`config.mk`:
```
export PLATFORM = sky130hd
export DESIGN_NAME = snake_game_ctrl
export DESIGN_NICKNAME = d
export VERILOG_FILES = /design/src/rtl/snake_game_ctrl.sv
export SDC_FILE = /design/constraint.sdc
export NUM_CORES = 1
export LEC_CHECK = 0
export ABC_AREA = 1
export BUFFER_PORTS_ARGS = -buffer_cell sky130_fd_sc_hd__buf_2
export CELL_PAD_IN_SITES_DETAIL_PLACEMENT = 1
export CELL_PAD_IN_SITES_GLOBAL_PLACEMENT = 1
export CORE_UTILIZATION = 51
export CTS_CLUSTER_DIAMETER = 200
export DETAILED_ROUTE_END_ITERATION = 10
export PLACE_DENSITY = 0.95
export SLEW_MARGIN = 20
export SYNTH_ARGS = -nofsm -noshare
export SYNTH_HDL_FRONTEND = slang
export SYNTH_SLANG_ARGS = --single-unit
```
`constraint.sdc`:
```
create_clock -name clk -period 10.05 [get_ports clk]
set_input_delay 2.01 -clock clk [delete_from_list [all_inputs] [get_ports clk]]
set_output_delay 2.01 -clock clk [all_outputs]
set_load 0.02 [all_outputs]
```
`src/rtl/snake_game_ctrl.sv`:
```
// Snake game-state sequencer: segment store, tick-driven stepping, collision and growth,
// plus a registered tile classifier for the VGA scan position.
module snake_game_ctrl #(
  parameter int unsigned MAX_LEN  = 16,
  parameter int unsigned INIT_LEN = 3,
  parameter int unsigned TICK_DIV = 12_500_000
) (
  input  logic       clk,
  input  logic       rst,
  input  logic       start,
  input  logic       dir_valid,
  input  logic [1:0] dir_req,
  input  logic [9:0] x_pos,
  input  logic [9:0] y_pos,
  input  logic [5:0] apple_x,
  input  logic [4:0] apple_y,
  output logic [1:0] snake,
  output logic       apple_eaten,
  output logic       game_over,
  output logic [7:0] score
);

  localparam int unsigned TW = $clog2(TICK_DIV);
  localparam int unsigned LW = $clog2(MAX_LEN + 1);
  localparam logic [TW-1:0] TICK_LAST = TW'(TICK_DIV - 1);

  typedef enum logic [1:0] {S_IDLE, S_PLAY, S_DEAD} state_t;
  typedef enum logic [1:0] {D_UP = 2'b00, D_DOWN = 2'b01, D_LEFT = 2'b10, D_RIGHT = 2'b11} dir_t;

  function automatic dir_t rev(input dir_t d);
    case (d)
      D_UP:    return D_DOWN;
      D_DOWN:  return D_UP;
      D_LEFT:  return D_RIGHT;
      default: return D_LEFT;
    endcase
  endfunction

  state_t        state, state_nx;
  dir_t          cur_dir, pend_dir, dir_in, eff_dir;
  logic [TW-1:0] tick_cnt;
  logic [LW-1:0] len;
  logic [5:0]    seg_x [MAX_LEN];
  logic [4:0]    seg_y [MAX_LEN];
  logic [5:0]    nh_x;
  logic [4:0]    nh_y;
  logic          step, grow, hit_wall, hit_body, collide, reinit;
  logic [5:0]    tx;
  logic [4:0]    ty;
  logic          visible, on_wall, on_head, on_body;
  logic [1:0]    code;

  always_comb begin
    dir_in  = dir_t'(dir_req);
    step    = (state == S_PLAY) && (tick_cnt == TICK_LAST);
    reinit  = (state == S_DEAD) && start;
    // A request landing on the step cycle is judged against the direction just adopted.
    eff_dir = step ? pend_dir : cur_dir;
  end

  always_comb begin
    nh_x = seg_x[0];
    nh_y = seg_y[0];
    unique case (pend_dir)
      D_UP:    nh_y = seg_y[0] - 5'd1;
      D_DOWN:  nh_y = seg_y[0] + 5'd1;
      D_LEFT:  nh_x = seg_x[0] - 6'd1;
      D_RIGHT: nh_x = seg_x[0] + 6'd1;
    endcase
    grow     = (nh_x == apple_x) && (nh_y == apple_y);
    hit_wall = (nh_x == 6'd0) || (nh_x == 6'd39) || (nh_y == 5'd0) || (nh_y == 5'd29);
    hit_body = 1'b0;
    // The tail vacates its tile on a plain move, so it only blocks when the snake grows.
    for (int unsigned i = 0; i < MAX_LEN; i++) begin
      if ((i + 1 < 32'(len)) || (grow && (i < 32'(len)))) begin
        if ((seg_x[i] == nh_x) && (seg_y[i] == nh_y)) hit_body = 1'b1;
      end
    end
    collide = hit_wall || hit_body;
  end

  always_comb begin
    state_nx = state;
    unique case (state)
      S_IDLE: if (start) state_nx = S_PLAY;
      S_PLAY: if (step && collide) state_nx = S_DEAD;
      S_DEAD: if (start) state_nx = S_IDLE;
      default: state_nx = S_IDLE;
    endcase
  end

  always_ff @(posedge clk) begin
    if (rst) state <= S_IDLE;
    else     state <= state_nx;
  end

  always_ff @(posedge clk) begin
    if (rst || reinit) begin
      tick_cnt    <= '0;
      len         <= LW'(INIT_LEN);
      cur_dir     <= D_RIGHT;
      pend_dir    <= D_RIGHT;
      apple_eaten <= 1'b0;
      score       <= '0;
      for (int unsigned i = 0; i < MAX_LEN; i++) begin
        seg_x[i] <= 6'(20 - i);
        seg_y[i] <= 5'd15;
      end
    end else begin
      apple_eaten <= 1'b0;
      if ((state != S_PLAY) || step) tick_cnt <= '0;
      else                           tick_cnt <= tick_cnt + TW'(1);
      if (step) begin
        cur_dir <= pend_dir;
        if (!collide) begin
          for (int unsigned i = 1; i < MAX_LEN; i++) begin
            seg_x[i] <= seg_x[i-1];
            seg_y[i] <= seg_y[i-1];
          end
          seg_x[0] <= nh_x;
          seg_y[0] <= nh_y;
          if (grow) begin
            apple_eaten <= 1'b1;
            if (len != LW'(MAX_LEN)) len <= len + LW'(1);
            if (score != 8'hFF) score <= score + 8'd1;
          end
        end
      end
      if (dir_valid && (dir_in != rev(eff_dir))) pend_dir <= dir_in;
    end
  end

  always_comb begin
    tx      = x_pos[9:4];
    ty      = y_pos[8:4];
    visible = (x_pos < 10'd640) && (y_pos < 10'd480);
    on_wall = (tx == 6'd0) || (tx == 6'd39) || (ty == 5'd0) || (ty == 5'd29);
    on_head = (seg_x[0] == tx) && (seg_y[0] == ty);
    on_body = 1'b0;
    for (int unsigned i = 1; i < MAX_LEN; i++) begin
      if ((i < 32'(len)) && (seg_x[i] == tx) && (seg_y[i] == ty)) on_body = 1'b1;
    end
    code = 2'b00;
    if (visible) begin
      if (on_wall)      code = 2'b11;
      else if (on_head) code = 2'b01;
      else if (on_body) code = 2'b10;
    end
  end

  always_ff @(posedge clk) begin
    if (rst) snake <= 2'b00;
    else     snake <= code;
  end

  always_comb game_over = (state == S_DEAD);

endmodule

```
Word level (Yosys, flattened, before mapping). Memories as Yosys holds them, arrays and structs flattened. Index checks and enable logic that the tools add are counted.

Input bits: 37. Logic and storage cells: 361. Register bits after elaboration: 46. Memory bits (writable): 176. Memories kept: 2. Bits in read-only memories: 0. Bits in latches: 0. Output and inout port bits: 12.

Memory list: seg_x (words 16, width 6, read ports 16, clocked after memory_dff 0, wr ports 16, RTL line 43) `logic [5:0] seg_x [MAX_LEN];`; seg_y (words 16, width 5, read ports 16, clocked after memory_dff 0, wr ports 16, RTL line 44) `logic [4:0] seg_y [MAX_LEN];`.

Reduce and logical (&&, ||, !) cells: 107. Equality and inequality tests: 85. Shifts and indexed selects: 0. $add $sub $neg: 7. $lt $le $gt $ge: 19. Multiplexer cells: 98. Multiply operators: 0. Bitwise logic cells: 35. Div/mod/pow operators: 0.

Operators with widths (number): $eq A6 B6 Y1 (33); $eq A5 B5 Y1 (33); $mux W6 (16); $mux W5 (16); $logic_and A1 B1 Y1 (69); $mux W1 (54); $lt A4 B5 Y1 const A (8); $or A1 B1 Y1 (32); $logic_or A1 B1 Y1 (25); $add A24 B1 Y24 const B (1); $eq A24 B24 Y1 const B (1); $lt A3 B5 Y1 const A (4); $mux W2 (8); $eq A6 B6 Y1 const B (2); $logic_not A6 Y1 (2); $pmux W2 S3 (2); $pmux W6 S2 (1); $add A5 B1 Y5 const B (2); $eq A5 B5 Y1 const B (2); $logic_not A5 Y1 (2); $lt A1 B5 Y1 const A (2); $lt A10 B10 Y1 const B (1); $lt A10 B9 Y1 const B (1); $lt A2 B5 Y1 const A (2); other kinds (19) (32).

Logic depth before layout (Yosys ltp). Gate-level depths: netlist of the first run.

Depth in word-level cells: 43. Gate-level depth with buffers: 28. Gate-level depth less buffers: 27.

Worst setup path before layout of the first run. OpenSTA, ideal clock, no wires.

Path type: input to register. From: in apple_x[1]. To: mem seg_x[0][0] (enable). Cell stages on the path: 19. Buffers on the path: 1. Arrival: 4689 ps. Path slack: 4938 ps. Library setup time: 423 ps. Required time: 9627 ps. Cell sequence: inv_1 nand2_1 nand2_1 nand2_1 nor2_1 nand3_1 nor2_1 nand3_2 nor2_4 nand2_1 nand2_1 nand2_1 nand2_1 nor2_1 nand2_2 nor2_8 nand2_4 nand2_1 buf_2.

RTL lines: start, declared (RTL line 15) `input logic [5:0] apple_x,`; end, declared (RTL line 43).

==> results of run 1 <==
[per-stage QoR]
step | setup slack (ns) | utilization (%)
2_1_floorplan | 4.94 | -
3_3_place_gp | 3.78 | 53.3
3_5_place_dp | 3.48 | 53.3
4_1_cts | 3.16 | 56.4
5_1_grt | 3.05 | 56.4
6_report | 3.28 | 56.4
[registers in the layout (all words and copies together) (netlist names)]
name / cells
seg_x: 96
seg_y: 80
tick_cnt: 24
score: 8
len: 5
cur_dir: 2
pend_dir: 2
snake: 2
state: 2
apple_eaten: 1
[power by group]
| group | switching, mW | total [mW] | leakage [nW] | internal (mW) |
|---|---|---|---|---|
| logic | 0.327 | 0.430 | 4.43 | 0.103 |
| registers | 0.0152 | 0.975 | 1.85 | 0.960 |
| clock network | 0.439 | 1.02 | 0.434 | 0.586 |
[per-layer routing]
metal  up-vias  track usage (%)
li1       6401                -
met1      7416             51.0
met2      1245             67.2
met3       417             12.2
met4         2             31.6
met5         -                0
[final cells by class]
| type | instances | share of cell area [%] |
|---|---|---|
| Clock buffer | 37 | 4.91 |
| Clock inverter | 11 | 0.683 |
| Inverter | 291 | 6.93 |
| Multi-Input combinational cell | 1382 | 47.5 |
| Sequential cell | 222 | 35.2 |
| Tap cell | 378 | 3.00 |
| Timing Repair Buffer | 52 | 1.84 |
[synthesized netlist by cell type (3+ instances only)]
cell	number
sky130_fd_sc_hd__nand3b_1	19
sky130_fd_sc_hd__buf_2	24
sky130_fd_sc_hd__nand2_2	12
sky130_fd_sc_hd__xor2_1	167
sky130_fd_sc_hd__o211ai_1	7
sky130_fd_sc_hd__nand3_1	125
sky130_fd_sc_hd__a21oi_1	56
sky130_fd_sc_hd__inv_1	282
sky130_fd_sc_hd__o31ai_1	7
sky130_fd_sc_hd__buf_4	11
sky130_fd_sc_hd__nor2_1	166
sky130_fd_sc_hd__clkbuf_1	30
sky130_fd_sc_hd__a221oi_1	3
sky130_fd_sc_hd__buf_6	10
sky130_fd_sc_hd__clkinv_1	3
sky130_fd_sc_hd__o22ai_1	28
sky130_fd_sc_hd__nor3_1	31
sky130_fd_sc_hd__a2111oi_0	3
sky130_fd_sc_hd__nor3b_1	3
sky130_fd_sc_hd__nor4_1	30
sky130_fd_sc_hd__edfxtp_1	110
sky130_fd_sc_hd__o2111ai_1	6
sky130_fd_sc_hd__or2_1	14
sky130_fd_sc_hd__o21ai_0	39
sky130_fd_sc_hd__ha_1	12
sky130_fd_sc_hd__xnor2_1	38
sky130_fd_sc_hd__nand4_1	58
sky130_fd_sc_hd__buf_1	5
sky130_fd_sc_hd__nand2_1	468
sky130_fd_sc_hd__inv_2	6
sky130_fd_sc_hd__nand2_4	4
sky130_fd_sc_hd__o221ai_1	3
sky130_fd_sc_hd__dfxtp_1	112
sky130_fd_sc_hd__o21ai_1	61
[cell families after synthesis]
logic type	count (synthesis)	share of synthesized area, %
AO/OA/AOI/OAI	222	8.81
adder cells (fa/ha/maj)	14	1.31
buffers and inverters	371	10.6
flip-flops	222	38.1
XOR/XNOR	205	12.3
AND/OR/NAND/NOR	941	28.8
[worst max-delay path, delay by kind of cell (launching register included)]
| family | cells | cell delay [ns] |
|---|---|---|
| simple gates | 20 | 3.60 |
| buf+inv | 7 | 2.08 |
| flops | 1 | 0.31 |
| fa+ha+maj | 1 | 0.41 |
[worst paths after layout]
path / from / cells past startpoint / to
max: pend_dir[1]$_SDFFE_PP1P_ / 28 / seg_y[1][8]$_SDFFCE_PN1P_
min: tick_cnt[0]$_SDFF_PP0_ / 1 / tick_cnt[0]$_SDFF_PP0_
max reg2reg: pend_dir[1]$_SDFFE_PP1P_ / 28 / seg_y[1][8]$_SDFFCE_PN1P_
min reg2reg: tick_cnt[0]$_SDFF_PP0_ / 1 / tick_cnt[0]$_SDFF_PP0_
==> impl.org, run 1 <==
** Outcome
- Run status :: completed

** Synthesis
- Number of standard cells after synthesis :: 1975
- Most area-consuming cells after synthesis :: sky130_fd_sc_hd__edfxtp_1 (23%), sky130_fd_sc_hd__dfxtp_1 (15%), sky130_fd_sc_hd__nand2_1 (12%), sky130_fd_sc_hd__xor2_1 (10%), sky130_fd_sc_hd__inv_1 (7.3%)
- After synthesis the netlist holds a flip-flop and latch count of 222.
- sky130_fd_sc_hd__edfxtp_1 takes more of the synthesized area than any other cell.
- For this run, the number of Yosys warnings is 0.
- Counting flops with a built-in enable in the synthesized netlist gives 110.
- Prevailing post-synth register cell :: sky130_fd_sc_hd__dfxtp_1
- Counting every net in the synthesized netlist gives 2026.
- Synthesized area per cell :: 7.36 µm²
- The netlist uses 50 different library cells.
- Post-synthesis sequential area ratio :: 38.1%
- In this run the biggest area consumer among cell types represents 22.7% of the synthesized area.
- After synthesis the cells add up to 14500 µm².
- Async S/R FF share, synth :: 0%

** Clocking
- TritonCTS created 27 clock buffers.
- Buffers inserted during post-CTS setup optimization :: 0
- Hold-fix buffers at CTS :: 0
- For this design, the sink count on the clock tree is 222.
- Root Driver :: sky130_fd_sc_hd__clkbuf_16
- The longest clock path from root to sink contains 3 buffers.
- CTS-repair resized insts :: 0
- For the worst-skew pair, the clock arrives at the later sink with an insertion delay of 0.56 ns.
- After clock tree synthesis, the clock-pin slew on the worst setup and hold paths is 0.07 ns.
- TritonCTS built the clock tree.
- H-Tree Level Count :: 1

** Route
- 1st-iter DRT viols :: 2083
- Summed over all nets, wire length on met3 after detailed routing comes to 7800 µm.
- Post-detailed-route wirelength per cell :: 26.1 µm
- Detailed route wirelength on metal2 :: 27100 µm
- The routed layout has 15481 vias.
- Detailed-route wire length :: 62000 µm
- Number of optimization iterations in the first detailed-route pass :: 6
- Detailed-route vias per instance :: 6.52
- Top layer used by detailed routing :: met5
- M1 wire length :: 21900 µm
- Final ANT Viol Nets :: 0
- For this run, design rule violations remaining after detail routing come to 0.

** Critical path
- The slowest stage of the critical path is the sky130_fd_sc_hd__inv_2 cell.
- By instance count, the cell type seen most on the critical path is sky130_fd_sc_hd__nand2_1.
- For the worst setup path, the data required time is 10.31 ns.
- CP max stage delay :: 0.73 ns
- Arrival time reported for the critical path endpoint :: 7.03 ns
- Crit end category :: flop
- STA classifies the critical path startpoint as a flop.
- Critical Setup Path Class :: flop to flop
- Slack of the worst reg-to-reg path :: 3.28 ns
- In this run the worst path has a maximum fanout of 43.

** STA
- After layout, the minimum clock period comes to 6.77 ns.
- Final worst clock skew :: 0.00944 ns
- Final hold analysis gives a worst-case slack of 0.464 ns.
- Pin slew with the least headroom to its limit :: 1.11 ns
- The count of final max-slew check failures came to 0.
- The count of final hold-check violations came to 0.
- The final critical path takes up 67.3% of the cycle.
- Setup repair after global routing missed its margin :: false
- In this run the tightest slew margin relative to its limit is 25.8%.
- Aggregate negative setup slack :: 0 ns
- Setup-violating endpoint count in the final report :: 0
- F_max :: 148 MHz

** Finish
- Relative to the synthesized area, the layout overhead comes to 8.40%.
- Final design area excluding fillers :: 15800 µm²
- At the end of the flow, the number of nets in the layout was 2027.
- Count of fill cells added during filler insertion :: 3587
- Fraction of layout instances using a drive strength above 1 :: 6.47%
- Number of antenna diodes :: 0
- Summing all flip-flop and latch instances after layout gives 5550 µm².
- For this run, the number of standard cells in the final layout without fillers is 2373.
- Leaving out fill and tap cells, the most frequent cell in the layout is sky130_fd_sc_hd__nand2_1.
- In the final layout, the multi-input gates occupy 7480 µm².
- In the layout the commonest cells are sky130_fd_sc_hd__nand2_1 (466), sky130_fd_sc_hd__inv_1 (282), sky130_fd_sc_hd__xor2_1 (167).

** Global route
- The number of antenna violations at the first check in global routing is 1.
- Global route total overflow :: 0
- Vias in the first global route :: 16130
- For this run, the total global-route usage over all layers was measured as 43.1%.
- First-pass GRT wire length :: 94200 µm
- Entering global routing, the biggest net connects 75 pins.

** Floorplanning
- The core region is 27900 µm².
- Pin placement for this block handled 49 I/O pins.
- The die is 171 µm wide.
- Row generation in the floorplan step produced 61 rows.
- For this configuration, the core starts out at a cell density of 52.0%.
- Height of the chip :: 171 µm
- DIE AREA :: 29200 µm²

** Power and ir drop
- The worst-case IR drop observed on VDD is 0.164 mV.
- Total power for the finished layout comes to 2.43 mW.
- The analysis attributes to cell leakage a power of 6.71 nW.
- Pwr Density :: 154 nW/µm²

** Job
- Number of max-cap violations :: 0

** Placed design
- HPWL after detailed placement :: 36900 µm
- The congestion estimate from routability-driven global placement came to 0.974.
- Post-placement cell count :: 2325
- During placement, the flow inserted port buffers numbering 40.
- Placed cell area :: 14900 µm²

** Hold path
- Kind of path behind the tightest hold check :: flop to flop
(Power assumes the default switching activity.)
==> inputs of run 2 (changes only) <==
--- a/config.mk
+++ b/config.mk
@@ -9,10 +9,10 @@
 export BUFFER_PORTS_ARGS = -buffer_cell sky130_fd_sc_hd__buf_2
 export CELL_PAD_IN_SITES_DETAIL_PLACEMENT = 1
 export CELL_PAD_IN_SITES_GLOBAL_PLACEMENT = 1
-export CORE_UTILIZATION = 51
+export CORE_UTILIZATION = 47
 export CTS_CLUSTER_DIAMETER = 200
 export DETAILED_ROUTE_END_ITERATION = 10
-export PLACE_DENSITY = 0.95
+export PLACE_DENSITY = 0.9
 export SLEW_MARGIN = 20
 export SYNTH_ARGS = -nofsm -noshare
 export SYNTH_HDL_FRONTEND = slang
==> constraint.sdc (replaced) <==
create_clock -name clk -period 6.5 [get_ports clk]
set_input_delay 1.3 -clock clk [delete_from_list [all_inputs] [get_ports clk]]
set_output_delay 1.3 -clock clk [all_outputs]
set_load 0.02 [all_outputs]
==> impl.org, run 2 (synthesized netlist as in run 1, its figures left out) <==
** Outcome
- The flow ran to the end, and the final reports show no timing, DRC or antenna violations.

** Clocking
- In this run the number of H-tree levels came out at 1.
- TritonCTS built the clock tree.
- Clock network latency to the later pin of the worst-skew pair :: 0.56 ns
- The tree is rooted in a sky130_fd_sc_hd__clkbuf_16.
- Hold-fix buffers at CTS :: 0
- For this design, the sink count on the clock tree is 222.
- TritonCTS Buffers :: 26
- Gates resized during post-CTS repair numbered 0.
- Clock-pin slew was measured on the worst setup and hold paths at 0.06 ns.
- The longest clock path from root to sink contains 3 buffers.
- The number of setup buffers added after CTS is 0.

** Floorplanning
- Core Area :: 30500 µm²
- Once the floorplan was initialized, standard cells occupied 47.7% of the core.
- Horiz. Die Dim :: 178 µm
- Row count :: 64
- Height of the chip :: 178 µm
- 49 I/O pins were placed.
- The die covers 31600 µm².

** Route
- The detail route stage leaves a number of antenna-violating nets equal to 0.
- After detailed routing, the number of vias per cell comes to 6.04.
- Via total after detailed routing :: 14471
- For this block, the initial DRC count from the detailed router was 1359.
- For this run, design rule violations remaining after detail routing come to 0.
- Detailed-route wire length :: 55300 µm
- Dividing the detail-routed wire length by the instance count gives 23.1 µm.
- The first detailed-routing pass took 5 iterations.

** Power and ir drop
- Across the VDD grid, the largest voltage drop is 0.178 mV.
- Static Leak :: 6.72 nW
- Dividing total power by cell area gives a power density of 229 nW/µm².

** STA
- The smallest clock period supported by the final layout is computed as 5.86 ns.
- Setup violations remaining at the end of the flow were counted as 0.
- Final worst clock skew :: 0.0258 ns
- At the pin with the least slew margin, the transition time is 0.997 ns.
- Aggregate negative setup slack :: 0 ns
- Setup repair after global routing left no endpoint under its margin.
- Final hold slack :: 0.466 ns
- Period utilization :: 90.1%
- F_max :: 171 MHz
- The worst pin sits at a relative slew slack of 33.1%.
- The count of final max-slew check failures came to 0.
- The count of final hold-check violations is 0.

** Hold path
- For hold timing, the worst endpoint is tick_cnt[0]$_SDFF_PP0_.
- Along the worst hold path, the cell count comes to 1.
- Source of the worst hold timing path :: tick_cnt[0]$_SDFF_PP0_
- The path class of the tightest hold or removal check is flop to flop.

** Job
- Number of max-cap violations :: 0

** Global route
- Global route total overflow :: 0
- Overall track demand over capacity in global routing :: 35.2%
- Pin count of the biggest net entering global routing :: 133
- Number of antenna violations at the first check in global routing :: 2
- The number of global-route vias before repair is 14788.
- First-pass GRT wire length :: 84500 µm

** Finish
- Fraction of layout instances using a drive strength above 1 :: 6.35%
- The largest registers in the layout are seg_x x96, seg_y x80, tick_cnt x24.
- Most flops, register :: seg_x
- Commonest non-fill, non-tap cell in the layout :: sky130_fd_sc_hd__nand2_1
- Final nets :: 2032
- Most frequent cells in the layout :: sky130_fd_sc_hd__nand2_1 (467), sky130_fd_sc_hd__inv_1 (282), sky130_fd_sc_hd__xor2_1 (167)
- The area growth from synthesis to layout is 8.66%.
- The register with the most flip-flops in the layout has 96 of them.
- 0 antenna diodes ended up in the layout.
- Count of fill cells added during filler insertion :: 3914

** Placed design
- Summed over all nets, the half-perimeter wirelength after detailed placement is 37000 µm.
- Port Buffers :: 40
- The congestion estimate from routability-driven global placement came to 0.953.

** Critical path
- The worst setup path is launched from a flop.
- Data arrives at the worst endpoint at 6.00 ns.
- CP max stage delay :: 0.74 ns
- Walking the worst path, the cells encountered are inv_2, nand2_2, inv_1, fa_1, o21ai_4, nand2_1, nand2_1, nand2_1, nor2_1, nand3_1, nor2_1, nand3_2, nor2_4, nand2_1, nand2_1, nand2_1, nand2_1, nor2_1, nand2_2, nor2_8, nand2_4, nand2_4, buf_12.
- STA classifies the critical path endpoint as a flop.
- Maximum fanout count along the critical path :: 132
- Grouping stages by cell kind, the critical path spends the most delay in simple AND/OR/NAND/NOR gates.
- The startpoint identified for the worst register-to-register timing path is pend_dir[1]$_SDFFE_PP1P_.
- Data required, critical path :: 6.64 ns
- The endpoint identified for the worst register-to-register timing path is seg_y[4][6]$_SDFFCE_PN1P_.
- Slack of the worst reg-to-reg path :: 0.64 ns
- The number of buffers and inverters on the critical path is 3.
- Critical Setup Path Class :: flop to flop
- Among all stages on the critical path, the largest delay is contributed by sky130_fd_sc_hd__o21ai_4.
- Worst-case reg-to-reg path depth :: 23
- Among the stages of the critical path, the cell type that occurs most often is sky130_fd_sc_hd__nand2_1.
[run 2: final cells by class]
type                    instances  area (µm²)  area share [%]
multi-input cells            1382        7480            47.3
repair buffers                 58         360            2.28
flip-flops and latches        222        5550            35.1
clock inverters                13         148           0.935
inverters                     291        1090            6.91
clock buffers                  34         681            4.31
well taps                     396         495            3.14
[run 2: metrics by stage]
step / cell area (µm²) / setup slack [ns] / cells / util (%) / total power [mW]
2_1_floorplan: 14500 / 2.02 / 1975 / - / 1.93
3_3_place_gp: 15000 / 1.05 / 2349 / 49.1 / 2.11
3_5_place_dp: 15000 / 0.899 / 2349 / 49.1 / 2.14
4_1_cts: 15800 / 0.810 / 2396 / 51.8 / 3.60
5_1_grt: 15800 / 0.308 / 2396 / 51.8 / 3.70
6_report: 15800 / 0.645 / 2396 / 51.8 / 3.61
[run 2: layer usage]
layer	vias up	GRT usage, %	part of all wire (%)
li1	6410	-	-
met1	7037	44.2	39
met2	780	56.6	45
met3	240	6.58	9.2
met4	4	20.1	6.3
met5	-	0	0.042
[run 2: how the worst max path moves through the flow]
stage / startpoint / end / slack [ns] / depth (start not counted)
6_report: pend_dir[1]$_SDFFE_PP1P_ / seg_y[4][6]$_SDFFCE_PN1P_ / 0.64 / 23
5_1_grt: pend_dir[1]$_SDFFE_PP1P_ / seg_y[2][6]$_SDFFCE_PN1P_ / 0.31 / 26
4_1_cts: pend_dir[1]$_SDFFE_PP1P_ / seg_x[2][0]$_SDFFCE_PN0P_ / 0.81 / 23
3_5_place_dp: pend_dir[1]$_SDFFE_PP1P_ / seg_x[2][0]$_SDFFCE_PN0P_ / 0.90 / 23
3_3_place_gp: pend_dir[1]$_SDFFE_PP1P_ / seg_y[3][1]$_SDFFCE_PN1P_ / 1.05 / 23
2_1_floorplan: pend_dir[1]$_SDFFE_PP1P_ / seg_x[0][0]$_SDFFCE_PN0P_ / 2.02 / 25
[run 2: power by group]
part | switching (mW) | leakage, nW | internal, mW
Sequential | 0.0236 | 1.85 | 1.48
Combinational | 0.466 | 4.47 | 0.163
Clock | 0.623 | 0.399 | 0.854
